===== config.mk =====
export PLATFORM = sky130hd
export DESIGN_NAME = pat_det_ctrl
export DESIGN_NICKNAME = d
export VERILOG_FILES = /design/src/rtl/pat_det_pkg.sv /design/src/rtl/pat_match_core.sv /design/src/rtl/pat_det_ctrl.sv
export SDC_FILE = /design/constraint.sdc
export NUM_CORES = 1
export LEC_CHECK = 0
export ABC_AREA = 1
export CAP_MARGIN = 5
export CORE_MARGIN = 1
export CORE_UTILIZATION = 50
export CTS_CLUSTER_SIZE = 8
export DETAILED_ROUTE_END_ITERATION = 6
export PLACE_DENSITY = 0.77
export REMOVE_ABC_BUFFERS = 1
export SYNTH_ARGS = -nofsm -noshare
export SYNTH_HDL_FRONTEND = slang
export SYNTH_SLANG_ARGS = --single-unit

===== constraint.sdc =====
create_clock -name clk -period 2.25 [get_ports clk]
set_clock_uncertainty 0.2 [all_clocks]
set_input_delay 0.225 -clock clk [delete_from_list [all_inputs] [get_ports clk]]
set_output_delay 0.225 -clock clk [all_outputs]
set_load 0.01 [all_outputs]

===== src/rtl/pat_det_pkg.sv =====
// Shared types and default sizing for the serial pattern detector.
// The config struct is sized by the DEF_* constants; override top widths only together with these.
package pat_det_pkg;
   localparam int DEF_PAT_W   = 8;
   localparam int DEF_LEN_W   = $clog2(DEF_PAT_W) + 1;
   localparam int DEF_CNT_W   = 8;
   localparam int DEF_TIMEOUT = 255;

   typedef enum logic [1:0] {
      IDLE  = 2'd0,
      ARMED = 2'd1,
      RUN   = 2'd2,
      DONE  = 2'd3
   } state_t;

   typedef struct packed {
      logic [DEF_PAT_W-1:0] pattern;
      logic [DEF_LEN_W-1:0] len;
      logic                 overlap;
      logic [DEF_CNT_W-1:0] target;
   } cfg_t;
endpackage


===== src/rtl/pat_match_core.sv =====
// Serial history shift register with saturating bit count and compare.
// match_now evaluates the post-shift history, so the caller can register it with the shift.
module pat_match_core #(
   parameter int PAT_W = 8,
   parameter int LEN_W = $clog2(PAT_W) + 1
) (
   input  logic             clk,
   input  logic             rst,
   input  logic             shift_en,
   input  logic             clr,
   input  logic             keep_on_match,
   input  logic             din,
   input  logic [PAT_W-1:0] pattern,
   input  logic [LEN_W-1:0] len,
   output logic             match_now
);
   logic [PAT_W-1:0] hist_q, hist_d, mask;
   logic [LEN_W-1:0] bcnt_q, bcnt_d;

   always_comb begin
      hist_d = {hist_q[PAT_W-2:0], din};
      bcnt_d = (bcnt_q < len) ? bcnt_q + 1'b1 : len;
      mask   = '0;
      for (int i = 0; i < PAT_W; i++) begin
         mask[i] = (i < int'(len));
      end
      match_now = shift_en && (bcnt_d == len) && ((hist_d & mask) == (pattern & mask));
   end

   always_ff @(posedge clk or posedge rst) begin
      if (rst) begin
         hist_q <= '0;
         bcnt_q <= '0;
      end else if (clr) begin
         hist_q <= '0;
         bcnt_q <= '0;
      end else if (shift_en) begin
         hist_q <= hist_d;
         // Non-overlapping mode restarts the count so the next match needs len fresh bits.
         bcnt_q <= (match_now && !keep_on_match) ? '0 : bcnt_d;
      end
   end
endmodule


===== src/rtl/pat_det_ctrl.sv =====
// Job controller for the serial pattern detector: config latch, run FSM, match counting.
// Optional idle timeout in RUN is built only when PATDET_TIMEOUT_EN is defined.
module pat_det_ctrl
   import pat_det_pkg::*;
#(
   parameter int PAT_W   = DEF_PAT_W,
   parameter int LEN_W   = $clog2(PAT_W) + 1,
   parameter int CNT_W   = DEF_CNT_W,
   parameter int TIMEOUT = DEF_TIMEOUT
) (
   input  logic             clk,
   input  logic             rst,
   input  logic             cfg_valid,
   output logic             cfg_ready,
   input  logic [PAT_W-1:0] cfg_pattern,
   input  logic [LEN_W-1:0] cfg_len,
   input  logic             cfg_overlap,
   input  logic [CNT_W-1:0] cfg_target,
   input  logic             start,
   input  logic             abort,
   input  logic             din_valid,
   input  logic             din,
   output logic             match,
   output logic [CNT_W-1:0] match_cnt,
   output logic             busy,
   output logic             done,
   output logic             timeout
);
   state_t           state_q;
   cfg_t             cfg_q, cfg_d;
   logic             match_q, done_q;
   logic [CNT_W-1:0] match_cnt_q, match_cnt_d;
   logic [LEN_W-1:0] len_norm;
   logic             match_now, shift_en, run_go;

   always_comb begin
      if (cfg_len == '0)                     len_norm = LEN_W'(1);
      else if (cfg_len > LEN_W'(PAT_W))      len_norm = LEN_W'(PAT_W);
      else                                   len_norm = cfg_len;
      cfg_d       = '{pattern: cfg_pattern, len: len_norm, overlap: cfg_overlap, target: cfg_target};
      match_cnt_d = (&match_cnt_q) ? match_cnt_q : match_cnt_q + 1'b1;
   end

   // A config offer in DONE takes priority over start; abort beats start in ARMED.
   assign run_go   = start && (((state_q == ARMED) && !abort) || ((state_q == DONE) && !cfg_valid));
   assign shift_en = (state_q == RUN) && din_valid && !abort;

   pat_match_core #(.PAT_W(PAT_W), .LEN_W(LEN_W)) u_core (
      .clk           (clk),
      .rst           (rst),
      .shift_en      (shift_en),
      .clr           (run_go),
      .keep_on_match (cfg_q.overlap),
      .din           (din),
      .pattern       (cfg_q.pattern),
      .len           (cfg_q.len),
      .match_now     (match_now)
   );

`ifdef PATDET_TIMEOUT_EN
   localparam int TO_W = $clog2(TIMEOUT + 1);
   logic [TO_W-1:0] idle_q;
   logic            timeout_q;
`endif

   always_ff @(posedge clk or posedge rst) begin
      if (rst) begin
         state_q     <= IDLE;
         cfg_q       <= '0;
         match_q     <= 1'b0;
         match_cnt_q <= '0;
         done_q      <= 1'b0;
`ifdef PATDET_TIMEOUT_EN
         idle_q      <= '0;
         timeout_q   <= 1'b0;
`endif
      end else begin
         match_q <= 1'b0;
         done_q  <= 1'b0;
`ifdef PATDET_TIMEOUT_EN
         timeout_q <= 1'b0;
`endif
         case (state_q)
            IDLE, DONE: begin
               if (cfg_valid) begin
                  cfg_q   <= cfg_d;
                  state_q <= ARMED;
               end else if (run_go) begin
                  state_q     <= RUN;
                  match_cnt_q <= '0;
`ifdef PATDET_TIMEOUT_EN
                  idle_q      <= '0;
`endif
               end
            end
            ARMED: begin
               if (abort) begin
                  state_q <= IDLE;
               end else if (start) begin
                  state_q     <= RUN;
                  match_cnt_q <= '0;
`ifdef PATDET_TIMEOUT_EN
                  idle_q      <= '0;
`endif
               end
            end
            RUN: begin
               if (abort) begin
                  state_q <= IDLE;
               end else if (match_now) begin
                  match_q     <= 1'b1;
                  match_cnt_q <= match_cnt_d;
                  if ((cfg_q.target != '0) && (match_cnt_d == cfg_q.target)) begin
                     state_q <= DONE;
                     done_q  <= 1'b1;
                  end
               end
`ifdef PATDET_TIMEOUT_EN
               if (!abort) begin
                  if (din_valid) begin
                     idle_q <= '0;
                  end else if (idle_q == TO_W'(TIMEOUT - 1)) begin
                     state_q   <= IDLE;
                     timeout_q <= 1'b1;
                  end else begin
                     idle_q <= idle_q + 1'b1;
                  end
               end
`endif
            end
            default: state_q <= IDLE;
         endcase
      end
   end

   assign cfg_ready = (state_q == IDLE) || (state_q == DONE);
   assign busy      = (state_q == RUN);
   assign match     = match_q;
   assign match_cnt = match_cnt_q;
   assign done      = done_q;
`ifdef PATDET_TIMEOUT_EN
   assign timeout   = timeout_q;
`else
   assign timeout   = 1'b0;
`endif
endmodule


==> flow_summary_export.csv, run 1 <==
group,metric,value,unit
status,status,"complete, no violations",
yosys,synth_warnings,0,
worst_setup_path,worstPathCellList,"inv_2, ha_4, buf_4, clkdlybuf4s50_1",
clock_tree,clock_latency,0.30,ns
timing,hold_viol,0,
clock_tree,cts_tree,"yes",
floorplan,die_h,78.5,um
placed_design,dp_hpwl,5100,um
yosys,synth.distinct_cells,30,
clock_tree,clk_pin_slew,0.08,ns
finish,nNetsFinal,520,
timing,fmax,0.470,GHz
yosys,yosysTopAreaCellShare,0.376,
finish,diodes,0,
grt,grt_max_degree,45,
worst_setup_path,r2r_start,"match_cnt[1]",
clock_tree,postCtsHoldBufs,0,
power_and_ir_drop,p_per_area,1270,nW/um^2
worst_setup_path,cp.required,1.82,ns
route,num_vias,2844,
yosys,synth_seq_cells,44,
worst_setup_path,endpoint_kind,"output port",
floorplan,core,5570,sq um
route,wl_per_cell,12.4,um
route,drt-total-wl,6930,um
power_and_ir_drop,cellLeakagePower,1.86,nW
floorplan,rows,27,
timing,period_needed,2.13,ns
timing,drv_slew,0,
yosys,yosysTopAreaCell,"dfrtp_1",
power_and_ir_drop,comb_power_share,0.607,
route,dr.pass1.iters,4,
placed_design,gp_congestion,0.877,
route,drcViolationCount,0,
clock_tree,root_buffer,"clkbuf_8",
route,ant_nets,0,
timing,worstMarginPinSlew,0.557,ns
timing,whs,0.164,ns
grt,grt-ovfl-total,0,
yosys,synthTopCellsByArea,"dfrtp_1 (38%), nand2_1 (16%), inv_1 (8.6%)",
timing,finalSetupViolCount,0,
yosys,synth_area_per_cell,6.92,sq um
timing,setup-tns-final,0,ns
floorplan,die_w,78.5,um
clock_tree,cts.sinks,44,
grt,grt_use_total,0.238,
route,drtIter0Drc,132,
worst_setup_path,cp_top_family,"buffers and inverters",
placed_design,numPortBuffers,39,
worst_hold_path,hp-class,"in2async",
floorplan,initial_core_util,0.525,
grt,grt_pass1_vias,2673,
power_and_ir_drop,seq_power_share,0.284,
worst_setup_path,cp.arrival,1.70,ns
clock_tree,cts_buffers,5,
finish,final_layout_size_suffix_gt1_frac,0.161,
yosys,seq_area_frac_synth,0.376,
yosys,synthCells,423,
power_and_ir_drop,intPower,2.56,mW
worst_setup_path,timing.critical_path.from,"state_q[0]",
clock_tree,clk_path_buf_depth,2,
worst_setup_path,path_buf_inv,3,
clock_tree,htreeDepth,2,
grt,grt_first_pass_wirelength,11600,um
grt,antenna_found_initial,0,
worst_setup_path,critPathLaunchType,"flop",
worst_setup_path,critical-path-slowest-cell,"clkdlybuf4s50_1",
worst_setup_path,crit_fanout,11,
power_and_ir_drop,p_switching,2.24,mW
finish,area_growth,28.7,%
job,maxCapViolations,0,
floorplan,pin_count,41,
route,avgViaCountPerCell,5.11,
yosys,netlist_area,2930,sq um
worst_setup_path,setup.worst_path.class,"reg2out",
power_and_ir_drop,peakVddDrop,748,uV
floorplan,dieArea,6160,sq um
power_and_ir_drop,power_frac_clock,0.110,
timing,fin_crit_sh,0.947,
timing,relSlewSlack,0.628,
worst_setup_path,critPathMaxStageDelay,0.56,ns
power_and_ir_drop,sw_frac_of_total,0.467,
layout by cell type, fill, tap and decap left out, types with 2 or more instances in the layout:
cell             instances
o22ai_1                 10
dfrtp_1                 44
nand3_2                  4
o21ai_2                  8
nor2_4                   4
nand2_2                 14
nor2_2                   3
buf_12                   2
inv_2                    5
ha_4                     3
buf_4                   18
a21oi_1                  2
nand2_4                  5
ha_1                     5
o21ai_0                 26
inv_1                   64
nand4_1                 10
clkdlybuf4s50_1         39
nor2_1                  32
nand3_1                 41
clkbuf_8                 6
xnor2_1                  4
nand2_1                122
tightest hold or removal path, stage by stage:
cell and delay (ns):
clkdlybuf4s50_1 0.40, clkinv_1 0.04, buf_4 0.45
cell families (layout without fill, tap and decap cells):
logic type,after synthesis,after routing,share of synthesized area
xor+xnor,6,6,0.0180
simple gates,238,239,0.364
compound gates,49,49,0.101
flops,44,44,0.376
other cells,1,1,0.00128
buf+inv,77,138,0.106
fa+ha+maj,8,8,0.0342
path summary, 6_finish.rpt:
| check | to | slack [ns] | cells after the start |
|---|---|---|---|
| setup / recovery | busy | 0.12 | 4 |
| hold / removal | cfg_q[16] | 0.16 | 3 |
| setup reg to reg | state_q[1] | 0.12 | 14 |
| hold reg to reg | cfg_q[15] | 0.32 | 2 |
| max in group asynchronous | u_core.bcnt_q[3] | 1.30 | 3 |
| min in group clk | cfg_q[15] | 0.25 | 3 |
what timing repair did:
| item | CTS | global route |
|---|---|---|
| gates resized for setup | 0 | 26 |
| buffers inserted | 0 | 6 |
| setup endpoints to repair | 0 | 16 |
cell type report:
class	instances	area, sq um
Clock buffer	7	86.3
Clock inverter	1	7.51
Fill cell	519	1810
Inverter	70	263
Multi-Input combinational cell	303	1640
Sequential cell	44	1100
Tap cell	72	90.1
Timing Repair Buffer	60	577
registers in the layout, summed over array words and instances, names as in the netlist:
signal and count:
cfg_q 21, done 1, match 1, match_cnt 8, state_q 2, u_core.bcnt_q 4, u_core.hist_q 7
cells in the mapped netlist:
| library cell | number |
|---|---|
| a21oi_2 | 1 |
| a21oi_1 | 2 |
| o21ai_1 | 1 |
| nand3b_1 | 1 |
| xnor2_1 | 5 |
| ha_1 | 8 |
| o21ai_0 | 26 |
| o21ai_2 | 8 |
| nand2_4 | 3 |
| buf_1 | 1 |
| nor2_1 | 36 |
| nor2_4 | 3 |
| and2_1 | 1 |
| inv_1 | 67 |
| o31ai_1 | 1 |
| nor3_1 | 1 |
| clkbuf_1 | 2 |
| nand2_1 | 127 |
| dfrtp_1 | 44 |
| xor2_1 | 1 |
| buf_6 | 2 |
| buf_2 | 1 |
| nand3_2 | 2 |
| conb_1 | 1 |
| inv_2 | 3 |
| o22ai_1 | 10 |
| buf_4 | 1 |
| nand2_2 | 11 |
| nand3_1 | 43 |
| nand4_1 | 10 |
per-layer routing:
layer | wire, um | vias to the layer above | share of wire | track usage
li1 | - | 1458 | - | -
met1 | 2990 | 1303 | 0.43 | 0.298
met4 | 145 | 0 | 0.021 | 0.0630
met3 | 225 | 13 | 0.032 | 0.0384
met5 | 0 | - | 0 | 0
met2 | 3570 | 70 | 0.51 | 0.423
stage by stage:
step	worst slack, ns	utilization	area, sq um	total power [mW]	cells
4_1_cts	0.00140	0.642	3580	4.44	550
2_1_floorplan	0.0350	-	2880	3.11	416
5_1_grt	-0.0288	0.675	3760	5.26	557
3_3_place_gp	0.0725	0.625	3480	3.84	542
3_5_place_dp	0.0114	0.625	3480	3.91	542
6_report	0.120	0.675	3760	4.79	557
power groups by stage:
stage / clock (mW) / sequential (mW) / combinational, mW
after floorplan: 0 / 1.34 / 1.78
after global placement: 0 / 1.35 / 2.49
after detailed placement: 0 / 1.36 / 2.54
after CTS: 0.535 / 1.35 / 2.55
after global routing: 0.564 / 1.41 / 3.29
final: 0.526 / 1.36 / 2.91
Power figures use the tool's default switching activity.
==> run 2, diff against run 1 <==
--- a/config.mk
+++ b/config.mk
@@ -15,2 +15,3 @@
 export REMOVE_ABC_BUFFERS = 1
+export SETUP_SLACK_MARGIN = 0.2
 export SYNTH_ARGS = -nofsm -noshare
==> constraint.sdc (replaced) <==
create_clock -name clk -period 2.25 [get_ports clk]
set_clock_uncertainty 0.2 [all_clocks]
set_input_delay 0.5625 -clock clk [delete_from_list [all_inputs] [get_ports clk]]
set_output_delay 0.5625 -clock clk [all_outputs]
set_load 0.01 [all_outputs]
==> flow_summary_export.csv, run 2 (synthesized netlist as in run 1, its figures left out) <==
group,metric,value,unit
finish,fin_area,4070,sq um
finish,multi_input_area,1760,sq um
route,wl_met3,285,um
worst_setup_path,critical-path-slowest-cell,"clkdlybuf4s50_1",
route,dr.pass1.iters,4,
worst_setup_path,cp.arrival,1.36,ns
finish,layout_commonest_cell,"nand2_1",
finish,final_layout_size_suffix_gt1_frac,0.265,
finish,largest_register_ffs,21,
route,num_vias,3000,
power_and_ir_drop,p_switching,2.39,mW
clock_tree,cts.sinks,44,
worst_setup_path,setup.worst_path.class,"reg2out",
placed_design,placed_cells,553,
timing,finalSetupViolCount,0,
job,maxCapViolations,0,
floorplan,rows,27,
finish,final_cells,577,
power_and_ir_drop,cellLeakagePower,2.07,nW
clock_tree,clk_pin_slew,0.09,ns
worst_setup_path,cp_top_family,"buffers and inverters",
finish,utilization,0.731,
finish,largest_register,"cfg_q",
power_and_ir_drop,peakVddDrop,738,uV
timing,setup-tns-final,0,ns
floorplan,die_w,78.5,um
grt,grt_max_degree,45,
finish,nFillCells,467,
timing,whs,0.307,ns
floorplan,initial_core_util,0.525,
grt,grt-ovfl-total,0,
worst_setup_path,path_buf_inv,1,
worst_setup_path,cp.depth,1,
finish,regArea,1110,sq um
power_and_ir_drop,p_per_area,1250,nW/um^2
power_and_ir_drop,comb_power_share,0.612,
timing,period_needed,2.13,ns
worst_setup_path,critPathMaxStageDelay,0.58,ns
grt,antenna_found_initial,0,
clock_tree,clk_path_buf_depth,2,
power_and_ir_drop,sw_frac_of_total,0.469,
route,wl_met1,3160,um
placed_design,place_area,3580,sq um
finish,area_growth,39.2,%
floorplan,core,5570,sq um
floorplan,die_h,78.5,um
placed_design,pre_cts_slack,-0.252,ns
worst_setup_path,worstPathCellList,"clkdlybuf4s50_1",
placed_design,numPortBuffers,39,
worst_setup_path,r2r_start,"u_core.bcnt_q[0]",
grt,grt_use_total,0.252,
route,drtIter0Drc,157,
finish,nNetsFinal,540,
worst_hold_path,hp-class,"reg2reg",
power_and_ir_drop,intPower,2.71,mW
finish,layout_common_cells,"nand2_1 (109), inv_1 (61), dfrtp_1 (40)",
power_and_ir_drop,power_frac_clock,0.123,
worst_setup_path,timing.critical_path.from,"match_cnt[7]",
clock_tree,cts_tree,"yes",
worst_setup_path,rrSetupSlack,0.13,ns
status,status,"complete, no violations",
placed_design,dp_hpwl,5180,um
worst_setup_path,reg2reg_to,"match_cnt[2]",
power_and_ir_drop,p_total,5.10,mW
worst_setup_path,crit_path_end,"match_cnt[7]",
route,met2_length,4080,um
floorplan,pin_count,41,
timing,drv_slew,0,
worst_setup_path,cp.required,1.49,ns
route,wl_per_cell,13.3,um
timing,fmax,0.470,GHz
clock_tree,root_buffer,"clkbuf_8",
clock_tree,cts_buffers,5,
worst_setup_path,worstRegToRegCells,11,
timing,hold_viol,0,
worst_setup_path,endpoint_kind,"output port",
power_and_ir_drop,seq_power_share,0.265,
clock_tree,htreeDepth,2,
route,drt-total-wl,7660,um
worst_setup_path,critPathLaunchType,"flop",
route,drcViolationCount,0,
grt,grt_first_pass_wirelength,12400,um
placed_design,gp_congestion,0.890,
route,ant_nets,0,
finish,diodes,0,
worst_hold_path,min_from,"cfg_q[15]",
grt,grt_pass1_vias,2777,
timing,worst_slack,0.123,ns
timing,rsz0062_at_grt,"yes",
floorplan,dieArea,6160,sq um
timing,fin_crit_sh,0.945,
worst_setup_path,crit_fanout,6,
clock_tree,postCtsHoldBufs,0,
clock_tree,clock_latency,0.31,ns
route,avgViaCountPerCell,5.20,
route,highest_layer,"met4",
[run 2: layer usage]
layer  global-route usage  vias to the layer above
li1                     -                     1500
met2                0.454                       81
met5                    0                        -
met4               0.0926                        0
met3               0.0337                       15
met1                0.306                     1404
[run 2: area by class of cell]
| cell class | instances | share of cell area |
|---|---|---|
| clock buffers | 6 | 0.0178 |
| clock inverters | 2 | 0.00860 |
| inverters | 70 | 0.0645 |
| multi-input cells | 303 | 0.433 |
| flip-flops and latches | 44 | 0.272 |
| well taps | 72 | 0.0221 |
| repair buffers | 80 | 0.183 |
[run 2: power by group through the flow]
| stage | combinational, mW | sequential, mW | clock (mW) |
|---|---|---|---|
| 6_report | 3.12 | 1.35 | 0.625 |
| 4_1_cts | 2.85 | 1.34 | 0.627 |
| 3_5_place_dp | 2.62 | 1.36 | 0 |
| 5_1_grt | 3.49 | 1.39 | 0.655 |
| 2_1_floorplan | 1.78 | 1.34 | 0 |
| 3_3_place_gp | 2.56 | 1.35 | 0 |
[run 2: timing repair]
| action | 4_1_cts | 5_1_grt |
|---|---|---|
| gates resized for setup | 28 | 55 |
| buffers inserted | 7 | 8 |
| cloned | 1 | 0 |
| pin swaps | 4 | 24 |
| endpoints found under the setup margin | 25 | 26 |
[run 2: tightest hold or removal path: cells and delay by family (launching register included)]
family,cells,cell delay [ns]
and+or+nand+nor,2,0.11
DFF,1,0.37
[run 2: worst min path at each step]
stage | to | depth (start not counted) | slack (ns)
after floorplan | cfg_q[16] | 2 | 0.27
after global placement | cfg_q[20] | 2 | 0.29
after detailed placement | cfg_q[15] | 2 | 0.29
after CTS | cfg_q[15] | 2 | 0.31
after global routing | cfg_q[15] | 2 | 0.36
final | cfg_q[15] | 2 | 0.31
==> run 3, diff against run 2 <==
Settings changed: ABC_AREA 1 to default, CORE_UTILIZATION 50 to 49, PLACE_DENSITY 0.77 to 0.76.
==> flow_summary_export.csv, run 3 <==
group,metric,value,unit
grt,grt_first_pass_wirelength,12500,um
power_and_ir_drop,peakVddDrop,664,uV
yosys,synth.distinct_cells,62,
grt,met2_usage,0.487,
floorplan,pin_count,41,
finish,diodes,0,
yosys,synth-main-ff-cell,"dfrtp_1",
worst_setup_path,critical-path-slowest-cell,"o41a_1",
worst_setup_path,timing.critical_path.from,"match_cnt[1]",
worst_setup_path,cp.depth,8,
clock_tree,clock_latency,0.31,ns
floorplan,die_w,77.1,um
yosys,yosysMostFrequentCell,"dfrtp_1",
finish,layout_commonest_cell,"buf_4",
clock_tree,cts_tree,"yes",
job,maxCapViolations,0,
clock_tree,postCtsHoldBufs,0,
route,drcViolationCount,0,
status,status,"finished, violations left",
floorplan,die_h,77.1,um
worst_setup_path,endpoint_kind,"flop",
floorplan,initial_core_util,0.524,
route,drtIter0Drc,144,
yosys,synth_top_cells_by_count,"dfrtp_1 (44), nand2_1 (38), a21oi_1 (30)",
clock_tree,cts.sinks,44,
status,violations,"negative setup slack",
timing,setup-tns-final,-0.638,ns
grt,antenna_found_initial,0,
route,wl_per_cell,18.1,um
yosys,synth_edf_count,0,
worst_setup_path,critPathLaunchType,"flop",
grt,use_met1,0.308,
route,drt-total-wl,8640,um
clock_tree,root_buffer,"clkbuf_8",
worst_setup_path,cp.arrival,2.46,ns
route,avgViaCountPerCell,5.63,
placed_design,numPortBuffers,39,
clock_tree,clk_pin_slew,0.10,ns
floorplan,dieArea,5940,sq um
timing,rsz0062_at_grt,"yes",
grt,grtUsageMet3,0.0440,
worst_setup_path,critPathMaxStageDelay,0.44,ns
yosys,synth_seq_cells,44,
finish,nNetsFinal,443,
worst_setup_path,cp.required,2.25,ns
finish,final_cells,478,
worst_setup_path,worstPathCellList,"ha_4, and4_4, nand4b_1, o21ai_2, mux2_4, nand2_4, o41a_1, mux2_4",
timing,worst_slack,-0.207,ns
yosys,synthTopCellsByArea,"dfrtp_1 (40%), mux2_2 (7.7%), a21oi_1 (5.4%)",
yosys,synthCells,288,
worst_setup_path,cp_common_cell,"mux2_4",
placed_design,placed_cells,445,
timing,whs,0.346,ns
worst_setup_path,path_buf_inv,0,
finish,nFillCells,293,
finish,final_layout_size_suffix_gt1_frac,0.478,
worst_setup_path,worstRegToRegCells,8,
timing,fin_crit_sh,1.09,
worst_hold_path,hp-class,"reg2reg",
yosys,seq_area_frac_synth,0.399,
grt,grt-ovfl-total,0,
worst_setup_path,crit_fanout,4,
yosys,synthArstFlopShare,1.00,
worst_hold_path,whs_path_depth,1,
yosys,yosysTopAreaCell,"dfrtp_1",
power_and_ir_drop,cellLeakagePower,1.87,nW
finish,largest_register_ffs,21,
worst_setup_path,cp_top_family,"compound AO/OA/AOI/OAI gates",
worst_setup_path,setup.worst_path.class,"reg2reg",
clock_tree,clk_path_buf_depth,2,
route,ant_nets,0,
finish,layout_common_cells,"buf_4 (72), dfrtp_1 (37), nand2_1 (34)",
grt,grt_pass1_vias,2712,
grt,busiest_layer,"met2",
floorplan,rows,26,
timing,fmax,0.407,GHz
grt,grt_max_degree,45,
worst_setup_path,reg2reg_to,"state_q[1]",
timing,drv_slew,0,
timing,period_needed,2.46,ns
yosys,synth_area_per_cell,9.59,sq um
yosys,netlist_area,2760,sq um
grt,grt_use_total,0.264,
finish,area_growth,57.1,%
floorplan,core,5270,sq um
route,num_vias,2692,
power_and_ir_drop,p_per_area,1100,nW/um^2
yosys,yosysTopAreaCellShare,0.399,
clock_tree,htreeDepth,2,
worst_setup_path,rrSetupSlack,-0.21,ns
placed_design,gp_congestion,0.875,
worst_setup_path,crit_path_end,"state_q[1]",
finish,utilization,0.824,
route,dr.pass1.iters,4,
clock_tree,cts_buffers,5,
placed_design,pre_cts_slack,-0.507,ns
timing,hold_viol,0,
worst_setup_path,r2r_start,"match_cnt[1]",
timing,finalSetupViolCount,7,
yosys,synth_warnings,0,
finish,largest_register,"cfg_q",
placed_design,dp_hpwl,5060,um
-- run 3: worst register-to-register path: cells and delay by family, from the launching register on --
kind            cells  cell delay (ns)
fa+ha+maj           1             0.18
simple gates        3             0.48
flops               1             0.43
compound gates      2             0.57
mux                 2             0.50
-- run 3: layout make-up --
class,count,area [sq um],share of cell area
Multi-Input combinational cell,222,1890,0.436
Sequential cell,44,1110,0.256
Timing Repair Buffer,127,1100,0.254
Tap cell,70,87.6,0.0202
Clock buffer,5,68.8,0.0159
Clock inverter,3,46.3,0.0107
Inverter,7,31.3,0.00721
-- run 3: cell families (layout without fill, tap and decap cells) --
kind of cell | after synthesis | count (layout) | share of synthesized area
simple gates | 96 | 96 | 0.181
compound gates | 71 | 71 | 0.170
flops | 44 | 44 | 0.399
mux | 25 | 25 | 0.101
buf+inv | 22 | 142 | 0.0399
xor+xnor | 21 | 21 | 0.0716
fa+ha+maj | 8 | 8 | 0.0362
other cells | 1 | 1 | 0.00136
-- run 3: how the worst min path moves through the flow --
stage,slack (ns),startpoint,to
after floorplan,0.30,cfg_q[6],cfg_q[6]
after global placement,0.32,cfg_q[6],cfg_q[6]
after detailed placement,0.32,cfg_q[20],cfg_q[20]
after CTS,0.35,cfg_q[20],cfg_q[20]
after global routing,0.36,cfg_q[18],cfg_q[18]
final,0.35,cfg_q[20],cfg_q[20]
-- run 3: what timing repair did --
item	CTS	global route
endpoints found under the setup margin	25	18
pin swaps	31	22
setup buffers	14	11
resized for setup	59	58
-- run 3: routing by layer --
layer  vias up  routed length, um
li1       1259                  -
met1      1330               3440
met2        78               4650
met3        25                314
met4         0                235
met5         -                  0
-- run 3: report_power, final --
| group | internal [mW] | leakage (nW) | switching (mW) |
|---|---|---|---|
| Combinational | 1.51 | 1.26 | 1.30 |
| Sequential | 1.05 | 0.556 | 0.295 |
| Clock | 0.335 | 0.0548 | 0.309 |
-- run 3: per-stage QoR --
stage	power (mW)	area, sq um
3_5_place_dp	3.48	3650
2_1_floorplan	2.59	2680
6_report	4.79	4340
3_3_place_gp	3.42	3650
4_1_cts	4.37	4030
5_1_grt	5.06	4340
